**config.mk**
```make
export PLATFORM = sky130hd
export DESIGN_NAME = fifo_read_arbiter_flat
export DESIGN_NICKNAME = d
export VERILOG_FILES = /design/src/rtl/uart_fifo_pkg.sv /design/src/rtl/fifo_read_arbiter_if.sv /design/src/rtl/fifo_read_arbiter_rr_arbiter.sv /design/src/rtl/fifo_read_arbiter.sv /design/src/flat_wrapper.sv
export SDC_FILE = /design/constraint.sdc
export NUM_CORES = 1
export LEC_CHECK = 0
export ABC_CLOCK_PERIOD_IN_PS = 1300
export CORE_MARGIN = 10
export CORE_UTILIZATION = 39
export CTS_BUF_LIST = sky130_fd_sc_hd__clkbuf_4 sky130_fd_sc_hd__clkbuf_8
export DETAILED_ROUTE_END_ITERATION = 12
export PLACE_DENSITY = 0.82
export SYNTH_ARGS = -nofsm -noshare
export SYNTH_HDL_FRONTEND = slang
export SYNTH_SLANG_ARGS = --single-unit
```
**constraint.sdc**
```tcl
create_clock -name clk -period 1.3 [get_ports clk]
set_input_delay 0.325 -clock clk [delete_from_list [all_inputs] [get_ports clk]]
set_output_delay 0.325 -clock clk [all_outputs]
set_load 0.005 [all_outputs]
```
**src/rtl/uart_fifo_pkg.sv**
```systemverilog
// uart_fifo_pkg: types and defaults shared by the UART receive FIFO and its read arbiter.
package uart_fifo_pkg;
    localparam int FIFO_DATA_BITS = 8;
    typedef enum logic [1:0] {IDLE, POP, SETTLE, DONE} arb_state_t;
    function automatic int idx_bits(input int n);
        return (n > 1) ? $clog2(n) : 1;
    endfunction
endpackage

```
**src/rtl/fifo_read_arbiter_if.sv**
```systemverilog
// fifo_read_arbiter_if: requester-side and FIFO-side signals of the receive FIFO read arbiter.
interface fifo_read_arbiter_if
    import uart_fifo_pkg::*;
#(
    parameter int DATA_BITS = FIFO_DATA_BITS,
    parameter int NUM_REQ   = 2
);
    logic [NUM_REQ-1:0]   req;
    logic [NUM_REQ-1:0]   gnt;
    logic [NUM_REQ-1:0]   rd_valid;
    logic [DATA_BITS-1:0] rd_data;
    logic                 fifo_empty;
    logic                 fifo_wr_rdy;
    logic                 fifo_bist;
    logic [DATA_BITS-1:0] fifo_data;
    logic                 fifo_pop;
    modport slave (
        input  req, fifo_empty, fifo_wr_rdy, fifo_bist, fifo_data,
        output fifo_pop, gnt, rd_valid, rd_data
    );
    modport master (
        output req, fifo_empty, fifo_wr_rdy, fifo_bist, fifo_data,
        input  fifo_pop, gnt, rd_valid, rd_data
    );
endinterface

```
**src/rtl/fifo_read_arbiter_rr_arbiter.sv**
```systemverilog
// rr_arbiter: combinational round-robin pick, searching last+1, last+2, ... modulo NUM_REQ.
module rr_arbiter
    import uart_fifo_pkg::*;
#(
    parameter  int NUM_REQ = 2,
    localparam int IW      = idx_bits(NUM_REQ)
) (
    input  logic [NUM_REQ-1:0] req,
    input  logic [IW-1:0]      last,
    output logic [NUM_REQ-1:0] win,
    output logic [IW-1:0]      win_idx
);
    logic hit;
    function automatic logic [IW-1:0] wrap(input int j);
        return IW'((j >= NUM_REQ) ? j - NUM_REQ : j);
    endfunction
    // Walk from the farthest candidate to the nearest so the nearest hit wins.
    always_comb begin
        hit = 1'b0;
        win_idx = last;
        for (int k = NUM_REQ; k >= 1; k--) begin
            if (req[wrap(int'(last) + k)]) begin
                hit = 1'b1;
                win_idx = wrap(int'(last) + k);
            end
        end
        win = hit ? NUM_REQ'(1) << win_idx : '0;
    end
endmodule

```
**src/rtl/fifo_read_arbiter.sv**
```systemverilog
// fifo_read_arbiter: shares the receive FIFO pop port between requesters, shaping pop
// timing to the FIFO's two-cycle qualification and returning the byte with a valid pulse.
module fifo_read_arbiter
    import uart_fifo_pkg::*;
#(
    parameter int DATA_BITS = FIFO_DATA_BITS,
    parameter int NUM_REQ   = 2
) (
    input logic               clk,
    input logic               rst,
    fifo_read_arbiter_if.slave bus
);
    localparam int IW = idx_bits(NUM_REQ);
    if (NUM_REQ < 2 || NUM_REQ > 8) begin : g_bad_num_req
        $error("fifo_read_arbiter: NUM_REQ must be within 2..8");
    end
    if ($bits(bus.fifo_data) != DATA_BITS) begin : g_bad_width
        $error("fifo_read_arbiter: bus DATA_BITS does not match");
    end
    arb_state_t           state_q, state_d;
    logic                 fifo_pop_q, fifo_pop_d;
    logic                 pop_q, wr_q;
    logic [NUM_REQ-1:0]   gnt_q, gnt_d;
    logic [NUM_REQ-1:0]   rd_valid_q, rd_valid_d;
    logic [DATA_BITS-1:0] rd_data_q, rd_data_d;
    logic [IW-1:0]        last_q, last_d;
    logic [NUM_REQ-1:0]   win;
    logic [IW-1:0]        win_idx;
    logic                 wr_edge, pop_eff, start;
    rr_arbiter #(.NUM_REQ(NUM_REQ)) u_rr (
        .req     (bus.req),
        .last    (last_q),
        .win     (win),
        .win_idx (win_idx)
    );
    // Mirror of the FIFO's own pop qualification, so POP ends exactly when the FIFO pops.
    assign wr_edge = bus.fifo_wr_rdy & ~wr_q;
    assign pop_eff = fifo_pop_q & pop_q & ~wr_edge & ~bus.fifo_bist;
    assign start   = (state_q == IDLE) & (|bus.req) & ~bus.fifo_empty & ~bus.fifo_bist;
    always_ff @(posedge clk) begin
        if (rst) begin
            state_q    <= IDLE;
            fifo_pop_q <= 1'b0;
            pop_q      <= 1'b0;
            wr_q       <= 1'b0;
            gnt_q      <= '0;
            rd_valid_q <= '0;
            rd_data_q  <= '0;
            last_q     <= IW'(NUM_REQ - 1);
        end else begin
            state_q    <= state_d;
            fifo_pop_q <= fifo_pop_d;
            pop_q      <= fifo_pop_q;
            wr_q       <= bus.fifo_wr_rdy;
            gnt_q      <= gnt_d;
            rd_valid_q <= rd_valid_d;
            rd_data_q  <= rd_data_d;
            last_q     <= last_d;
        end
    end
    always_comb begin
        state_d = state_q;
        case (state_q)
            IDLE:    state_d = start ? POP : IDLE;
            POP:     state_d = pop_eff ? SETTLE : POP;
            SETTLE:  state_d = DONE;
            default: state_d = IDLE;
        endcase
    end
    // Every output is registered; these are the values loaded at the next edge.
    always_comb begin
        fifo_pop_d = start | ((state_q == POP) & ~pop_eff);
        gnt_d      = (state_q == IDLE) ? (start ? win : '0) : (state_q == DONE) ? '0 : gnt_q;
        rd_valid_d = (state_q == SETTLE) ? gnt_q : '0;
        rd_data_d  = (state_q == SETTLE) ? bus.fifo_data : rd_data_q;
        last_d     = start ? win_idx : last_q;
    end
    assign bus.fifo_pop = fifo_pop_q;
    assign bus.gnt      = gnt_q;
    assign bus.rd_valid = rd_valid_q;
    assign bus.rd_data  = rd_data_q;
endmodule

```
**src/flat_wrapper.sv**
```systemverilog
// flat-port wrapper written by rule: the top's interface ports become plain ports
module fifo_read_arbiter_flat import uart_fifo_pkg::*;
#(
    parameter int DATA_BITS = FIFO_DATA_BITS,
    parameter int NUM_REQ   = 2
)
  (clk, rst, bus_req, bus_fifo_empty, bus_fifo_wr_rdy, bus_fifo_bist, bus_fifo_data, bus_fifo_pop, bus_gnt, bus_rd_valid, bus_rd_data);
  fifo_read_arbiter_if #(.DATA_BITS(DATA_BITS), .NUM_REQ(NUM_REQ)) bus_i ();
  input logic clk;
  input logic rst;
  input wire logic [$bits(bus_i.req)-1:0] bus_req;
  input wire logic [$bits(bus_i.fifo_empty)-1:0] bus_fifo_empty;
  input wire logic [$bits(bus_i.fifo_wr_rdy)-1:0] bus_fifo_wr_rdy;
  input wire logic [$bits(bus_i.fifo_bist)-1:0] bus_fifo_bist;
  input wire logic [$bits(bus_i.fifo_data)-1:0] bus_fifo_data;
  output wire logic [$bits(bus_i.fifo_pop)-1:0] bus_fifo_pop;
  output wire logic [$bits(bus_i.gnt)-1:0] bus_gnt;
  output wire logic [$bits(bus_i.rd_valid)-1:0] bus_rd_valid;
  output wire logic [$bits(bus_i.rd_data)-1:0] bus_rd_data;
  assign bus_i.req = bus_req;
  assign bus_i.fifo_empty = bus_fifo_empty;
  assign bus_i.fifo_wr_rdy = bus_fifo_wr_rdy;
  assign bus_i.fifo_bist = bus_fifo_bist;
  assign bus_i.fifo_data = bus_fifo_data;
  assign bus_fifo_pop = bus_i.fifo_pop;
  assign bus_gnt = bus_i.gnt;
  assign bus_rd_valid = bus_i.rd_valid;
  assign bus_rd_data = bus_i.rd_data;
  fifo_read_arbiter #(.DATA_BITS(DATA_BITS), .NUM_REQ(NUM_REQ)) u_core (.clk(clk), .rst(rst), .bus(bus_i));
endmodule
```
* Yosys cells after proc, flatten, opt, wreduce, memory -nomap -nowiden
Cells that the tools add are included.
Word-level totals: register bits 18, bits of input ports 15, output and inout port bits 13, word-level logic and storage cells 56
Operators by class: shift-type cells 1, equal/unequal tests 3, add/subtract/negate cells 4, bitwise gates (word level) 15, reduce and logical (&&, ||, !) cells 4, order comparisons 4, muxes and demuxes 17
Operator list (count):
- $mux W1 | 11
- $mux W2 | 5
- $and A1 B1 Y1 | 8
- $not A1 Y1 | 6
- $pmux W2 S3 | 1
- $eq A2 B2 Y1 const B | 2
- $lt A1 B2 Y1 const B | 2
- $reduce_or A2 Y1 | 2
- $add A1 B2 Y3 const B | 1
- $ge A3 B2 Y1 const B | 1
- $add A1 B1 Y2 const B | 1
- $eq A2 B1 Y1 const B | 1
- $ge A2 B2 Y1 const B | 1
- $logic_not A2 Y1 | 1
- $reduce_bool A2 Y1 | 1
- $shl A1 B1 Y2 const A | 1
- $sub A1 B1 Y1 const B | 2
- $or A1 B1 Y1 | 1

* Longest topological paths before layout
word-level depth 11, depth in mapped cells 5, depth with buffers taken out 5

* Modules after synthesis
Synthesis repeated with hierarchy kept, for this count alone.
Unflattened totals: cell total of the unflattened synthesis 73, area, all modules 750.7 um^2
Modules (own cells, without submodules):
- fifo_read_arbiter | times used 1, sequential area each 360.3 um^2, area an instance 723.2 um^2, cells an instance 68
- rr_arbiter | times used 1, sequential area each 0.0 um^2, area an instance 27.5 um^2, cells an instance 5

* Least setup slack after synthesis
No wires, ideal clock.
path type reg2reg, start point register u_core.state_q[1], end point register u_core.last_q, arrival time 1.156 ns, data required time 1.178 ns, path slack 0.022 ns, cell stages (with the launch flop) 6, setup time 0.122 ns, period minus slack after synthesis 1.278 ns, buffers on the path 0, cell sequence dfxtp_1 > inv_1 > ha_1 > nor3b_4 > nand2_1 > a221o_1
On the way: word-level cells in the longest chain between the ends 4
Ends and longest elaborated chain:
- from (decl) | RTL line fifo_read_arbiter.sv:20 | arb_state_t state_q, state_d;
- from (signal assigned) | RTL line fifo_read_arbiter.sv:51 | state_q <= state_d;
- $logic_not A2 Y1 | RTL line fifo_read_arbiter.sv:39 | assign start = (state_q == IDLE) & (|bus.req) & ~bus.fifo_empty & ~bus.fifo_bist;
- $and A1 B1 Y1 (3 in a row) | RTL line fifo_read_arbiter.sv:39
- to (signal assigned) | RTL line fifo_read_arbiter.sv:49 | last_q <= IW'(NUM_REQ - 1);
- to (signal assigned) | RTL line fifo_read_arbiter.sv:58 | last_q <= last_d;
- to (decl) | RTL line fifo_read_arbiter.sv:26 | logic [IW-1:0] last_q, last_d;
No other way between the ends. A chain may end at the register's enable or synchronous reset.

* Worst setup path after layout
start point input bus_fifo_bist, end point register u_core.last_q
On the way: word-level cells in the longest chain between the ends 2
Ends and longest elaborated chain:
- from (decl) | RTL line flat_wrapper.sv:14 | input wire logic [$bits(bus_i.fifo_bist)-1:0] bus_fifo_bist;
- $not A1 Y1 | RTL line fifo_read_arbiter.sv:39
- $and A1 B1 Y1 | RTL line fifo_read_arbiter.sv:39
No other way between the ends.

==> reports/results.tsv <==
stage	metric	value	unit
run_status	run_status	finished, final reports clean	
critical_path	path_class	primary input to register	
die	rows	15	
synth	yosysUniqueCellTypes	21	
sta	drv_slew	0	
worst_hold_path	hold_start	u_core.bus.fifo_pop	
finish	fin_cells	132	
pwr	pwr-share-seq	0.595	
pwr	ir_worst_vdd	0.000439	V
route	dr.pass1.iters	2	
critical_path	reg2reg_to	u_core.bus.gnt[0]	
clocking	htreeDepth	1	
clocking	hold_buffers	0	
finish	antennaDiodeCount	0	
die	die_y	62.5	um
pwr	power_density	864	mW/mm^2
route	antenna_left	0	
synth	yosysWarnings	0	
synth	ys.flop_type	dfxtp_1	
sta	setup_viol	0	
critical_path	crit_path_start_kind	primary input	
pwr	leakagePower	0.000490	uW
die	fp.dieW	62.5	um
route	vias	635	
clocking	clk-insertion-delay-late	0.28	ns
die	die_area	0.00391	mm^2
pwr	p_int	750	uW
critical_path	worstPathRequired	1.48	ns
worst_hold_path	min_path_type	register to register	
clocking	clockBufferDepth	2	
synth	synthCells	68	
sta	min_period	1.25	ns
worst_hold_path	holdPathStages	1	
critical_path	r2r_start	u_core.state_q[0]	
synth	syn_area_per_cell	10.4	um^2
route	viasPerCell	4.81	
place	placement.io_buffers	27	
clocking	cts_root_buf	clkbuf_4	
clocking	cts.sinks	18	
finish	drive_above_1_share	0.224	
synth	async_flop_share	0	
pwr	switching_share	0.216	
clocking	cts_tree	done	
sta	worst_clock_skew	0.00400	ns
grt	track_usage	0.0897	
die	io_pins	28	
clocking	cts_buffers	3	
place	dp_cells	128	
pwr	p_clk_frac	0.274	
route	drc	0	
critical_path	reg2reg_setup_slack	0.05	ns
pwr	total_power	958	uW
route	wl_per_cell	13.8	um
critical_path	crit_path_top_delay_cell	clkdlybuf4s50_1	
sta	hold_viol	0	
die	initial_utilization	0.409	
finish	finalNetCount	128	
place	globalplace.congestion	0.796	
synth	syn_nets	87	
sta	fin_crit_sh	0.965	
sta	tightest_slew	0.300	ns
critical_path	cp.arrival	1.43	ns
grt	antenna_found_initial	0	
die	core	0.00173	mm^2
sta	max_slew_margin	0.798	
pwr	switchingPower	207	uW
critical_path	endpoint_kind	register	
synth	synth_area	706	um^2
sta	rsz0062_at_grt	no	
critical_path	crit_family	buffers and inverters	
sta	fmax	0.797	GHz
route	totalWireLength	1820	um
clocking	path_clk_slew	0.10	ns
critical_path	path_max_fanout	3	
grt	grt_overflow	0	
place	dp_hpwl	1420	um
grt	grt_start_max_net_pins	10	
grt	grt_pass1_wl	2880	um
worst_hold_path	min_to	u_core.pop_q	
grt	grt_pass1_vias	651	
pwr	combPwrFrac	0.131	
synth	yosysSeqAreaShare	0.511	
synth	synth_enable_flop_cells	0	
finish	syn_to_final_growth	57.1	%
critical_path	path_cells	clkdlybuf4s50_1 > nor3b_4 > nand2_1 > a221o_1	
critical_path	reg2regPathDepth	4	
synth	yosys_register_bits	18	
route	drt-initial-drc-count	13	
critical_path	slowest_delay	0.46	ns
critical_path	cp.buffers_inverters	1	
run	maxCapViolCount	0	
[state kept, by name (all words and copies together) (netlist names)]
| name | flops |
|---|---|
| u_core.bus.rd_data | 8 |
| u_core.bus.gnt | 2 |
| u_core.bus.rd_valid | 2 |
| u_core.state_q | 2 |
| u_core.bus.fifo_pop | 1 |
| u_core.last_q | 1 |
| u_core.pop_q | 1 |
| u_core.wr_q | 1 |
[worst register-to-register path, delay by kind of cell, from the launching register on]
family,cells,cell delay (ns)
flip-flops,1,0.35
adder cells (fa/ha/maj),1,0.24
buffers and inverters,1,0.05
AND/OR/NAND/NOR,1,0.38
AO/OA/AOI/OAI,1,0.15
[worst max path at each step]
| stage | startpoint | endpoint | slack [ns] | cells after the start |
|---|---|---|---|---|
| 3_5_place_dp | bus_fifo_bist | u_core.last_q | -0.29 | 4 |
| 6_report | bus_fifo_bist | u_core.last_q | 0.05 | 4 |
| 5_1_grt | u_core.state_q[0] | u_core.last_q | 0.01 | 5 |
| 3_3_place_gp | bus_fifo_bist | u_core.last_q | -0.26 | 4 |
| 4_1_cts | u_core.state_q[0] | u_core.last_q | 0.001 | 5 |
| 2_1_floorplan | u_core.state_q[1] | u_core.last_q | 0.02 | 5 |
[final cells by class]
type                       instances  area (um^2)
multi-input combinational         43          329
inverter                           4         15.0
sequential                        18          367
timing repair buffer              39          344
tap                               25         31.3
clock buffer                       3         22.5
fill                             155          618
[metrics by stage]
step / setup slack, ns / area (um^2) / hold WS (ns) / util / setup TNS, ns
6_report: 0.0460 / 1110 / 0.490 / 0.642 / 0
5_1_grt: 0.0131 / 1110 / 0.507 / 0.642 / 0
4_1_cts: 0.00140 / 1100 / 0.492 / 0.635 / 0
3_5_place_dp: -0.286 / 1080 / 0.483 / 0.623 / -1.13
3_3_place_gp: -0.258 / 1080 / 0.472 / 0.623 / -0.927
2_1_floorplan: 0.0222 / 706 / 0.453 / - / 0
[per-layer routing]
| metal | wire [um] | GRT usage |
|---|---|---|
| met4 | 55 | 0.0503 |
| met5 | 0 | 0 |
| met2 | 866 | 0.147 |
| met3 | 113 | 0.0376 |
| met1 | 788 | 0.0944 |
[power groups by stage]
stage,Sequential [uW],Clock (uW),Combinational (uW)
2_1_floorplan,581,0,39.4
6_report,570,263,125
4_1_cts,569,269,121
3_5_place_dp,581,0,122
3_3_place_gp,581,0,119
5_1_grt,572,290,135
[kinds of logic after synthesis]
kind of cell / Yosys count / synth area share
mux: 8 / 0.113
buf+inv: 7 / 0.0408
fa+ha+maj: 4 / 0.0709
flops: 18 / 0.511
compound gates: 9 / 0.0940
simple gates: 22 / 0.170
[cell usage in the layout, fill, tap and decap left out, drive strengths merged]
cell type      Yosys  layout
nand2              3       3
o21ai              1       1
o22ai              1       1
ha                 4       4
o31ai              1       1
dlygate4sd2        0      13
a311oi             1       1
or3                1       1
a21oi              2       2
buf                3      12
a41o               1       1
nor2               9       9
nor3b              3       3
clkbuf             0       3
a32oi              1       1
dfxtp             18      18
inv                4       4
clkdlybuf4s50      0      14
nor2b              4       4
a221o              1       1
nor3               2       2
mux2i              8       8
[timing repair]
| action | CTS | global route |
|---|---|---|
| buffers inserted | 1 | 0 |
| gates cloned | 0 | 0 |
| setup endpoints to repair | 16 | 4 |
| gates resized for setup | 18 | 5 |
| pin swaps | 1 | 2 |
[synthesized netlist by cell type, drive strengths merged, types with 2 or more instances]
master  number  share of area
nor3b        3          0.048
mux2i        8           0.11
inv          4          0.021
nor3         2          0.014
a21oi        2          0.014
ha           4          0.071
dfxtp       18           0.51
buf          3          0.019
nor2         9          0.048
nor2b        4          0.035
nand2        3          0.016
Power figures use the tool's default switching activity.
